## src/rtl/fifo_pkg.sv

```systemverilog
// Shared FIFO pointer helpers: Gray encode/decode and default geometry.
// Functions work on a 32-bit container; callers zero-extend and truncate to their width.
package fifo_pkg;

  localparam int DEF_ADDR_WIDTH = 3;
  localparam int DEF_AF_LEVEL   = 6;

  function automatic logic [31:0] bin2gray(input logic [31:0] bin);
    return bin ^ (bin >> 1);
  endfunction

  // Upper zero bits of a zero-extended code leave the prefix XOR unaffected.
  function automatic logic [31:0] gray2bin(input logic [31:0] gray);
    logic [31:0] bin;
    bin[31] = gray[31];
    for (int i = 30; i >= 0; i--) begin
      bin[i] = bin[i+1] ^ gray[i];
    end
    return bin;
  endfunction

endpackage

```

## src/rtl/gray2bin.sv

```systemverilog
// Width-parameterized Gray-to-binary decoder, shared by the read and write pointer blocks.
module gray2bin #(
  parameter int WIDTH = 4
) (
  input  logic [WIDTH-1:0] gray,
  output logic [WIDTH-1:0] bin
);

  assign bin = WIDTH'(fifo_pkg::gray2bin(32'(gray)));

endmodule

```

## src/rtl/wptr_full_gen.sv

```systemverilog
// Write-side pointer block of an async FIFO: binary/Gray write pointer, address,
// and registered full, almost-full and occupancy derived from the synchronized read pointer.
module wptr_full_gen
  import fifo_pkg::*;
#(
  parameter int ADDR_WIDTH = DEF_ADDR_WIDTH,
  parameter int AF_LEVEL   = DEF_AF_LEVEL
) (
  input  logic                  CLK,
  input  logic                  rst_n,
  input  logic                  W_EN,
  input  logic [ADDR_WIDTH:0]   Sync_rptr,
  output logic [ADDR_WIDTH:0]   wptr,
  output logic [ADDR_WIDTH-1:0] W_Addr,
  output logic                  Full,
  output logic                  Almost_Full,
  output logic [ADDR_WIDTH:0]   W_Level
);

  localparam int PW = ADDR_WIDTH + 1;
  localparam logic [PW-1:0] AF_THRESH = PW'(AF_LEVEL);

  logic [PW-1:0] wbin;
  logic [PW-1:0] wbin_next;
  logic [PW-1:0] gray_next;
  logic [PW-1:0] rbin_s;
  logic [PW-1:0] level_next;
  logic [PW-1:0] full_match;
  logic          accept;

  gray2bin #(
    .WIDTH(PW)
  ) u_rptr_dec (
    .gray(Sync_rptr),
    .bin (rbin_s)
  );

  assign accept     = W_EN & ~Full;
  assign wbin_next  = wbin + PW'(accept);
  assign gray_next  = PW'(bin2gray(32'(wbin_next)));
  // Modular difference stays correct across pointer wrap-around.
  assign level_next = wbin_next - rbin_s;
  assign full_match = {~Sync_rptr[PW-1:PW-2], Sync_rptr[PW-3:0]};
  assign W_Addr     = wbin[ADDR_WIDTH-1:0];

  always_ff @(posedge CLK or negedge rst_n) begin
    if (!rst_n) begin
      wbin        <= '0;
      wptr        <= '0;
      Full        <= 1'b0;
      Almost_Full <= 1'b0;
      W_Level     <= '0;
    end else begin
      wbin        <= wbin_next;
      wptr        <= gray_next;
      Full        <= (gray_next == full_match);
      Almost_Full <= (level_next >= AF_THRESH);
      W_Level     <= level_next;
    end
  end

endmodule

```

## config.mk

```make
export PLATFORM = sky130hd
export DESIGN_NAME = wptr_full_gen
export DESIGN_NICKNAME = d
export VERILOG_FILES = /design/src/rtl/fifo_pkg.sv /design/src/rtl/gray2bin.sv /design/src/rtl/wptr_full_gen.sv
export SDC_FILE = /design/constraint.sdc
export NUM_CORES = 1
export LEC_CHECK = 0
export ABC_CLOCK_PERIOD_IN_PS = 3000
export CORE_MARGIN = 4
export CORE_UTILIZATION = 45
export CTS_CLUSTER_SIZE = 30
export DETAILED_ROUTE_END_ITERATION = 10
export PLACE_DENSITY = 0.8
export SYNTH_ARGS = -nofsm -noshare
export SYNTH_HDL_FRONTEND = slang
export SYNTH_SLANG_ARGS = --single-unit
```

## constraint.sdc

```tcl
create_clock -name CLK -period 3 [get_ports CLK]
set_input_delay 0.45 -clock CLK [delete_from_list [all_inputs] [get_ports CLK]]
set_output_delay 0.45 -clock CLK [all_outputs]
set_load 0.1 [all_outputs]
```

# Word-level counts from Yosys, hierarchy flattened
# Index checks and enable logic that the tools add are counted.
# totals
register_bits,14
word_cells,16
inputBits,7
# classes
addsub,2
n_lt_le_gt_ge,1
eq_ne,1
n_bitwise,7
# op_table
op,n
adder 4 x 1 -> 4 bit,1
== test 4 bit,1
>= comparator 4 x 3 -> 1 bit (second input constant),1
subtractor 4 bit,1
XOR 4 x 3 -> 4 bit,1
XOR 1 bit,3
NOT 2 bit,1
AND 1 bit,1
NOT 1 bit,1

# Logic depth before layout (Yosys ltp)
# logic_depth
depth_word,5
mapped_depth,9
depth_no_buf,9

# Hierarchy
# A second synthesis with hierarchy kept.
# hier_totals
hier_cells,59
hier_area_um2,753.2
# by_module_without_submodules
module,n_inst,area_each_um2,cells_per_inst,seq_area_each_um2
wptr_full_gen,1,703.2,54,325.3
gray2bin,1,50.0,5,0.0

# Worst setup path before layout
# No wires, ideal clock.
# synth_timing
kind,reg2reg
start,register Full
end,register Almost_Full
setup_slack_ns,0.194
period_less_slack_ns,2.806
arrival_time_ns,2.673
stages_incl_launch_ff,10
t_required_ns,2.867
cell_sequence,dfrtp_1 nor2b_1 ha_1 ha_1 inv_1 fa_1 inv_1 and3_1 a31oi_1 o211ai_1
# synth_via
elab_chain_len,5
# synth_rtl
item,line,rtl
"start, declared",wptr_full_gen.sv:15,"output logic Full,"
"start signal, assigned",wptr_full_gen.sv:56,Full <= (gray_next == full_match);
NOT 1 bit,wptr_full_gen.sv:38,assign accept = W_EN & ~Full;
AND 1 bit,wptr_full_gen.sv:38,
adder 4 x 1 -> 4 bit,wptr_full_gen.sv:39,assign wbin_next = wbin + PW'(accept);
net wbin_next[1],wptr_full_gen.sv:24,logic [PW-1:0] wbin_next;
subtractor 4 bit,wptr_full_gen.sv:42,assign level_next = wbin_next - rbin_s;
net level_next[1],wptr_full_gen.sv:27,logic [PW-1:0] level_next;
>= comparator 4 x 3 -> 1 bit,wptr_full_gen.sv:57,Almost_Full <= (level_next >= AF_THRESH);
"end signal, assigned",wptr_full_gen.sv:57,
"end, declared",wptr_full_gen.sv:16,"output logic Almost_Full,"
# The timed path passes the listed nets, and every way through them passes these cells.

# Worst setup path in the final report
# layout_timing
start,input port Sync_rptr[3]
end,register Almost_Full
# layout_via
elab_chain_len,5
# layout_rtl
item,line,rtl
"start, declared",wptr_full_gen.sv:12,"input logic [ADDR_WIDTH:0] Sync_rptr,"
XOR 1 bit (*) (2 in a row),fifo_pkg.sv:17,bin[i] = bin[i+1] ^ gray[i];
XOR 1 bit,fifo_pkg.sv:17,
subtractor 4 bit (*),wptr_full_gen.sv:42,
net level_next[1],wptr_full_gen.sv:27,
>= comparator 4 x 3 -> 1 bit (*),wptr_full_gen.sv:57,
# The timed path passes the listed nets; every way through them passes the cells marked *.

==> results.yml <==
global_route:
  grt_overflow: 0
  antenna_found_initial: 0
  grt_first_pass_wirelength_mm: 2.08
  groute.usage.overall_pct: 14.3
  grt_pass1_vias: 469
  grt_max_degree: 14
worst_setup_path:
  rr_worst_depth: 8
  cp.arrival_ns: 2.76
  worstSetupPathType: "primary input to flop"
  endpoint_kind: "flop"
  rrSetupSlack_ns: 0.85
  r2r-end: "Almost_Full$_DFF_PN0_"
  start_kind: "primary input"
  required_ns: 3.15
  cp_max_fo: 2
  r2r_start: "wbin[0]$_DFF_PN0_"
drt:
  vias_per_cell: 4.91
  wl_mm: 1.27
  route.detailed.drc: 0
  drt_first_pass_iters: 4
  num_vias: 471
  wl_per_cell_um: 13.3
  postRouteAntennaNets: 0
  drtIter0Drc: 6
sta:
  worst_pin_slew_ns: 0.567
  worst_slack_ns: 0.384
  fin_skew_ns: 0.00199
  finalHoldViolCount: 0
  fin_setup_tns_ns: 0
  grt_setup_unrepaired: "no"
  slew-limit-headroom_pct: 62.1
  min_period_ns: 2.62
  finalSetupViolCount: 0
  fmax_ghz: 0.382
  drv_slew: 0
  holdWs_ns: 0.543
  fin_crit_sh_pct: 87.2
worst_hold_path:
  hold_class: "primary input to async pin"
cts:
  post_cts_buffers: 0
  cts_tree: "done"
  root_buffer: "clkbuf_4"
  clock_sinks: 13
  clk_pin_slew_ns: 0.08
  cts_buffers: 3
  cts-hold-fix-buffers: 0
  cts_resized: 0
  htreeDepth: 1
  clk_path_buf_depth: 2
  clock_latency_ns: 0.27
synth:
  synthAdderAreaFrac_pct: 12.1
  synth-compound-area-share_pct: 9.16
  synthSimpleGateAreaFrac_pct: 4.21
  yosys.area.top_type: "dfrtp_1"
  synth_edf_count: 0
  ys_warn_count: 0
  synth_area_sq_um: 683
  yosysUniqueCellTypes: 20
  ys_ff_latch: 13
  synth_top_family_by_area: "XOR/XNOR gates"
  synth_xor_area_share_pct: 21.6
  synth_nets: 69
  ys_top_cells_by_area: "dfrtp_1 (48%), xnor2_1 (13%), ha_1 (9.2%)"
  seq_area_frac_synth_pct: 47.6
  synth_common_cells: "dfrtp_1 (13), xnor2_1 (10), inv_1 (7)"
  synth_cells: 56
  postSynth.asyncResetShare_pct: 100
  synth_mux_area_share_pct: 1.47
  synth-main-ff-cell: "dfrtp_1"
  yosysMostFrequentCell: "dfrtp_1"
  synth.avg_cell_area_sq_um: 12.2
  synth_top_area_share_pct: 47.6
outcome:
  status: "finished clean"
flow_run:
  max-cap-violations: 0
place:
  gp_congestion: 0.813
  dpl_worst_slack_ns: 0.0878
  hpwl_mm: 1.04
  dp_cells: 92
  io_buffers: 19
floorplanning:
  die_x_um: 47.0
  ios: 20
  fp-row-count: 13
  coreArea_sq_um: 1370
  die_area_sq_um: 2210
  initial_utilization_pct: 50.0
  fp.dieH_um: 47.0
layout:
  syn2layout_area_growth_pct: 31.9
  fin_cells: 96
  drive_above_1_share_pct: 24.7
  nFillCells: 119
  insertedDiodeCount: 0
  nets: 95
-- worst max-delay path, cell delays in order --
cell             delay (ns)
clkdlybuf4s50_1        0.45
xnor2_1                0.34
xor2_1                 0.25
xnor2_1                0.09
ha_1                   0.21
fa_1                   0.50
inv_1                  0.05
and3_1                 0.17
a31oi_1                0.14
o211ai_1               0.10
-- cells in the final DEF (no fill, tap or decap), types with 2 or more instances in the layout --
master	Yosys	final
clkbuf_4	0	3
clkdlybuf4s50_1	0	6
inv_1	7	7
ha_1	5	5
xnor2_1	10	10
buf_4	0	15
xor2_1	5	5
dfrtp_1	13	13
nand3_1	2	2
-- registers in the layout, indices dropped and copies added (netlist names) --
signal       count
wptr             3
W_Level          4
Almost_Full      1
Full             1
wbin             4
-- area by class of cell --
cell class              instances  area, sq um  share of cell area, %
inverters                       7         26.3                   2.92
multi-input cells              36          332                   36.8
clock buffers                   4         26.3                   2.92
flip-flops and latches         13          325                   36.1
repair buffers                 21          173                   19.2
well taps                      15         18.8                   2.08
-- logic make-up after synthesis --
logic type,after synthesis
xor+xnor,16
flops,13
compound gates,8
buf+inv,7
fa+ha+maj,6
simple gates,5
mux,1
-- how the worst max path moves through the flow --
stage,start,endpoint,slack [ns],cells after the start
2_1_floorplan,Full$_DFF_PN0_,Almost_Full$_DFF_PN0_,0.19,9
3_3_place_gp,Sync_rptr[3],Almost_Full$_DFF_PN0_,0.15,10
3_5_place_dp,Sync_rptr[3],Almost_Full$_DFF_PN0_,0.09,10
4_1_cts,Sync_rptr[3],Almost_Full$_DFF_PN0_,0.39,10
5_1_grt,Sync_rptr[3],Almost_Full$_DFF_PN0_,0.23,10
6_report,Sync_rptr[3],Almost_Full$_DFF_PN0_,0.38,10
-- metrics by stage --
| step | area (sq um) | util [%] |
|---|---|---|
| floorplan | 683 | - |
| finish | 901 | 65.9 |
| global route | 901 | 65.9 |
| CTS | 901 | 65.9 |
| detailed placement | 875 | 64.0 |
| global placement | 875 | 64.0 |
-- routing by layer --
metal  track usage, %  part of all wire [%]  wire, um
met2             23.3                    49       622
met1             16.5                    43       552
met3             2.30                   4.3        55
met5                0                     0         0
met4             11.6                   3.3        42
Power is not shown: default switching activity piles up to over one toggle a cycle in this logic, so the estimate is an artifact.
==> patch, RTL diff (same settings) <==
`DEF_ADDR_WIDTH`: 3 -> 4.
--- a/src/rtl/fifo_pkg.sv
+++ b/src/rtl/fifo_pkg.sv
@@ -2,7 +2,7 @@
 // Functions work on a 32-bit container; callers zero-extend and truncate to their width.
 package fifo_pkg;
 
-  localparam int DEF_ADDR_WIDTH = 3;
+  localparam int DEF_ADDR_WIDTH = 4;
   localparam int DEF_AF_LEVEL   = 6;
 
   function automatic logic [31:0] bin2gray(input logic [31:0] bin);
Interface: changed (resized Sync_rptr, W_Addr, W_Level and wptr); port bits go from 20 to 24. No check against the original RTL was run, so the function may have changed too.
==> patch against the original RTL <==
Final cell count is 35% higher. Sequential share of layout area is 1.7 points lower. Worst setup slack worse by 0.075 ns. Design area increased by 29%. Synthesized cell count up 38%. Sequential cell count increased by 3. Wire length increased by 23%. Area after synthesis up 31%. Highest routed layer unchanged.
Power is left out: the tool's default activity adds up to more than one toggle a clock period on the data nets, which glitch-free logic cannot reach.
==> patch: results <==
export IMPL_ys_warn_count=0
export IMPL_h_tree_depth=1
export IMPL_grt_max_degree=17
export IMPL_post_cts_setup_buffers=0
export IMPL_drive_gt1_share_pct=24.8
export IMPL_clk_path_buf_depth=2
export IMPL_worstReg2RegStart="Full$_DFF_PN0_"
export IMPL_worst_r2r_path_depth=8
export IMPL_grt_usage_pct=13.1
export IMPL_clock_latency_ns=0.28
export IMPL_async_flop_share_pct=100
export IMPL_status="finished clean"
export IMPL_drt_initial_drc_count=6
export IMPL_largest_registers="W_Level x5, wbin x5, wptr x4"
export IMPL_synth_cell_types=27
export IMPL_cp_max_fo=2
export IMPL_diodes=0
export IMPL_routedWlPerCell_um=12.0
export IMPL_first_global_vias=596
export IMPL_ys_seq_area_share_pct=44.8
export IMPL_cts_root_buf="clkbuf_4"
export IMPL_grt_pass1_wl_um=2580
export IMPL_tightest_slew_ns=0.687
export IMPL_crit_slowest_cell="clkdlybuf4s50_1"
export IMPL_dr_pass1_iters=2
export IMPL_io_buffers=23
export IMPL_antenna_found_initial=0
export IMPL_num_vias=616
export IMPL_min_path_type="in -> async"
export IMPL_clock_skew_ns=0.00444
export IMPL_cpPeakStageDelay_ns=0.47
export IMPL_cts_resized=0
export IMPL_finalMaxSlewViolations=0
export IMPL_syn_num_nets=92
export IMPL_synth_edf_count=0
export IMPL_fill_cells=158
export IMPL_yosys_top_cells_area="dfrtp_1, xnor2_1, ha_1, xor2_1, inv_1"
export IMPL_nets=121
export IMPL_path_clk_slew_ns=0.10
export IMPL_synth_common_cells="dfrtp_1, xnor2_1, inv_1"
export IMPL_gp_congestion=0.755
export IMPL_dp_hpwl_um=1290
export IMPL_critPathLaunch="Sync_rptr[4]"
export IMPL_numCtsBuffers=3
## patch: cell count changes after synthesis, sizes merged, moves of 2 or more
cell	delta
o21ai	+2
nor2	+2
dfrtp	+3
a211oi	-2
xnor2	+2
nor2b	+2
nand2	+4
## patch: worst max-delay path: cells and delay by family
family	cells	cell delay, ns
compound gates	3	0.40
xor+xnor	4	0.85
fa+ha+maj	2	0.60
buf+inv	1	0.47
simple gates	1	0.11
## patch: layer usage
layer,track usage (%),wire length [um],vias to the layer above
li1,-,-,310
met1,16.6,695,284
met2,20.2,733,18
met3,3.13,102,4
met4,7.66,27,0
met5,0,0,-
## patch: through the flow
stage	setup WS (ns)	utilization, %	area, um2	instances	hold slack, ns
floorplan	0.263	-	893	77	0.154
global placement	0.0898	62.6	1130	126	0.581
detailed placement	0.0258	62.6	1130	126	0.602
CTS	0.316	64.7	1160	130	0.593
global route	0.0841	64.7	1160	130	0.622
finish	0.309	64.7	1160	130	0.574
## patch: final cells by class
type                       count  share of cell area, %
clock buffer                   4                   3.11
inverter                       7                   2.26
multi-input combinational     52                   39.3
sequential                    16                   34.4
tap                           25                   2.69
timing repair buffer          26                   18.3
## patch: path summary, 6_finish.rpt
path / to / slack [ns]
hold reg to reg: wbin[4]$_DFF_PN0_ / 0.61
max in group asynchronous: wbin[2]$_DFF_PN0_ / 1.99
hold / removal: wptr[0]$_DFF_PN0_ / 0.57
min in group CLK: wbin[4]$_DFF_PN0_ / 0.61
setup reg to reg: Almost_Full$_DFF_PN0_ / 0.74
setup / recovery: Almost_Full$_DFF_PN0_ / 0.31
## patch: cell families (layout without fill, tap and decap cells)
group / count (synthesis) / after routing / synth area share (%)
xor gates and xnor gates: 20 / 20 / 22.8
DFF: 16 / 16 / 44.8
and+or+nand+nor: 16 / 16 / 10.1
buffers and inverters: 9 / 37 / 3.92
AOI/OAI and AO/OA: 8 / 8 / 6.58
adders and majority gates: 7 / 7 / 10.6
muxes: 1 / 1 / 1.12
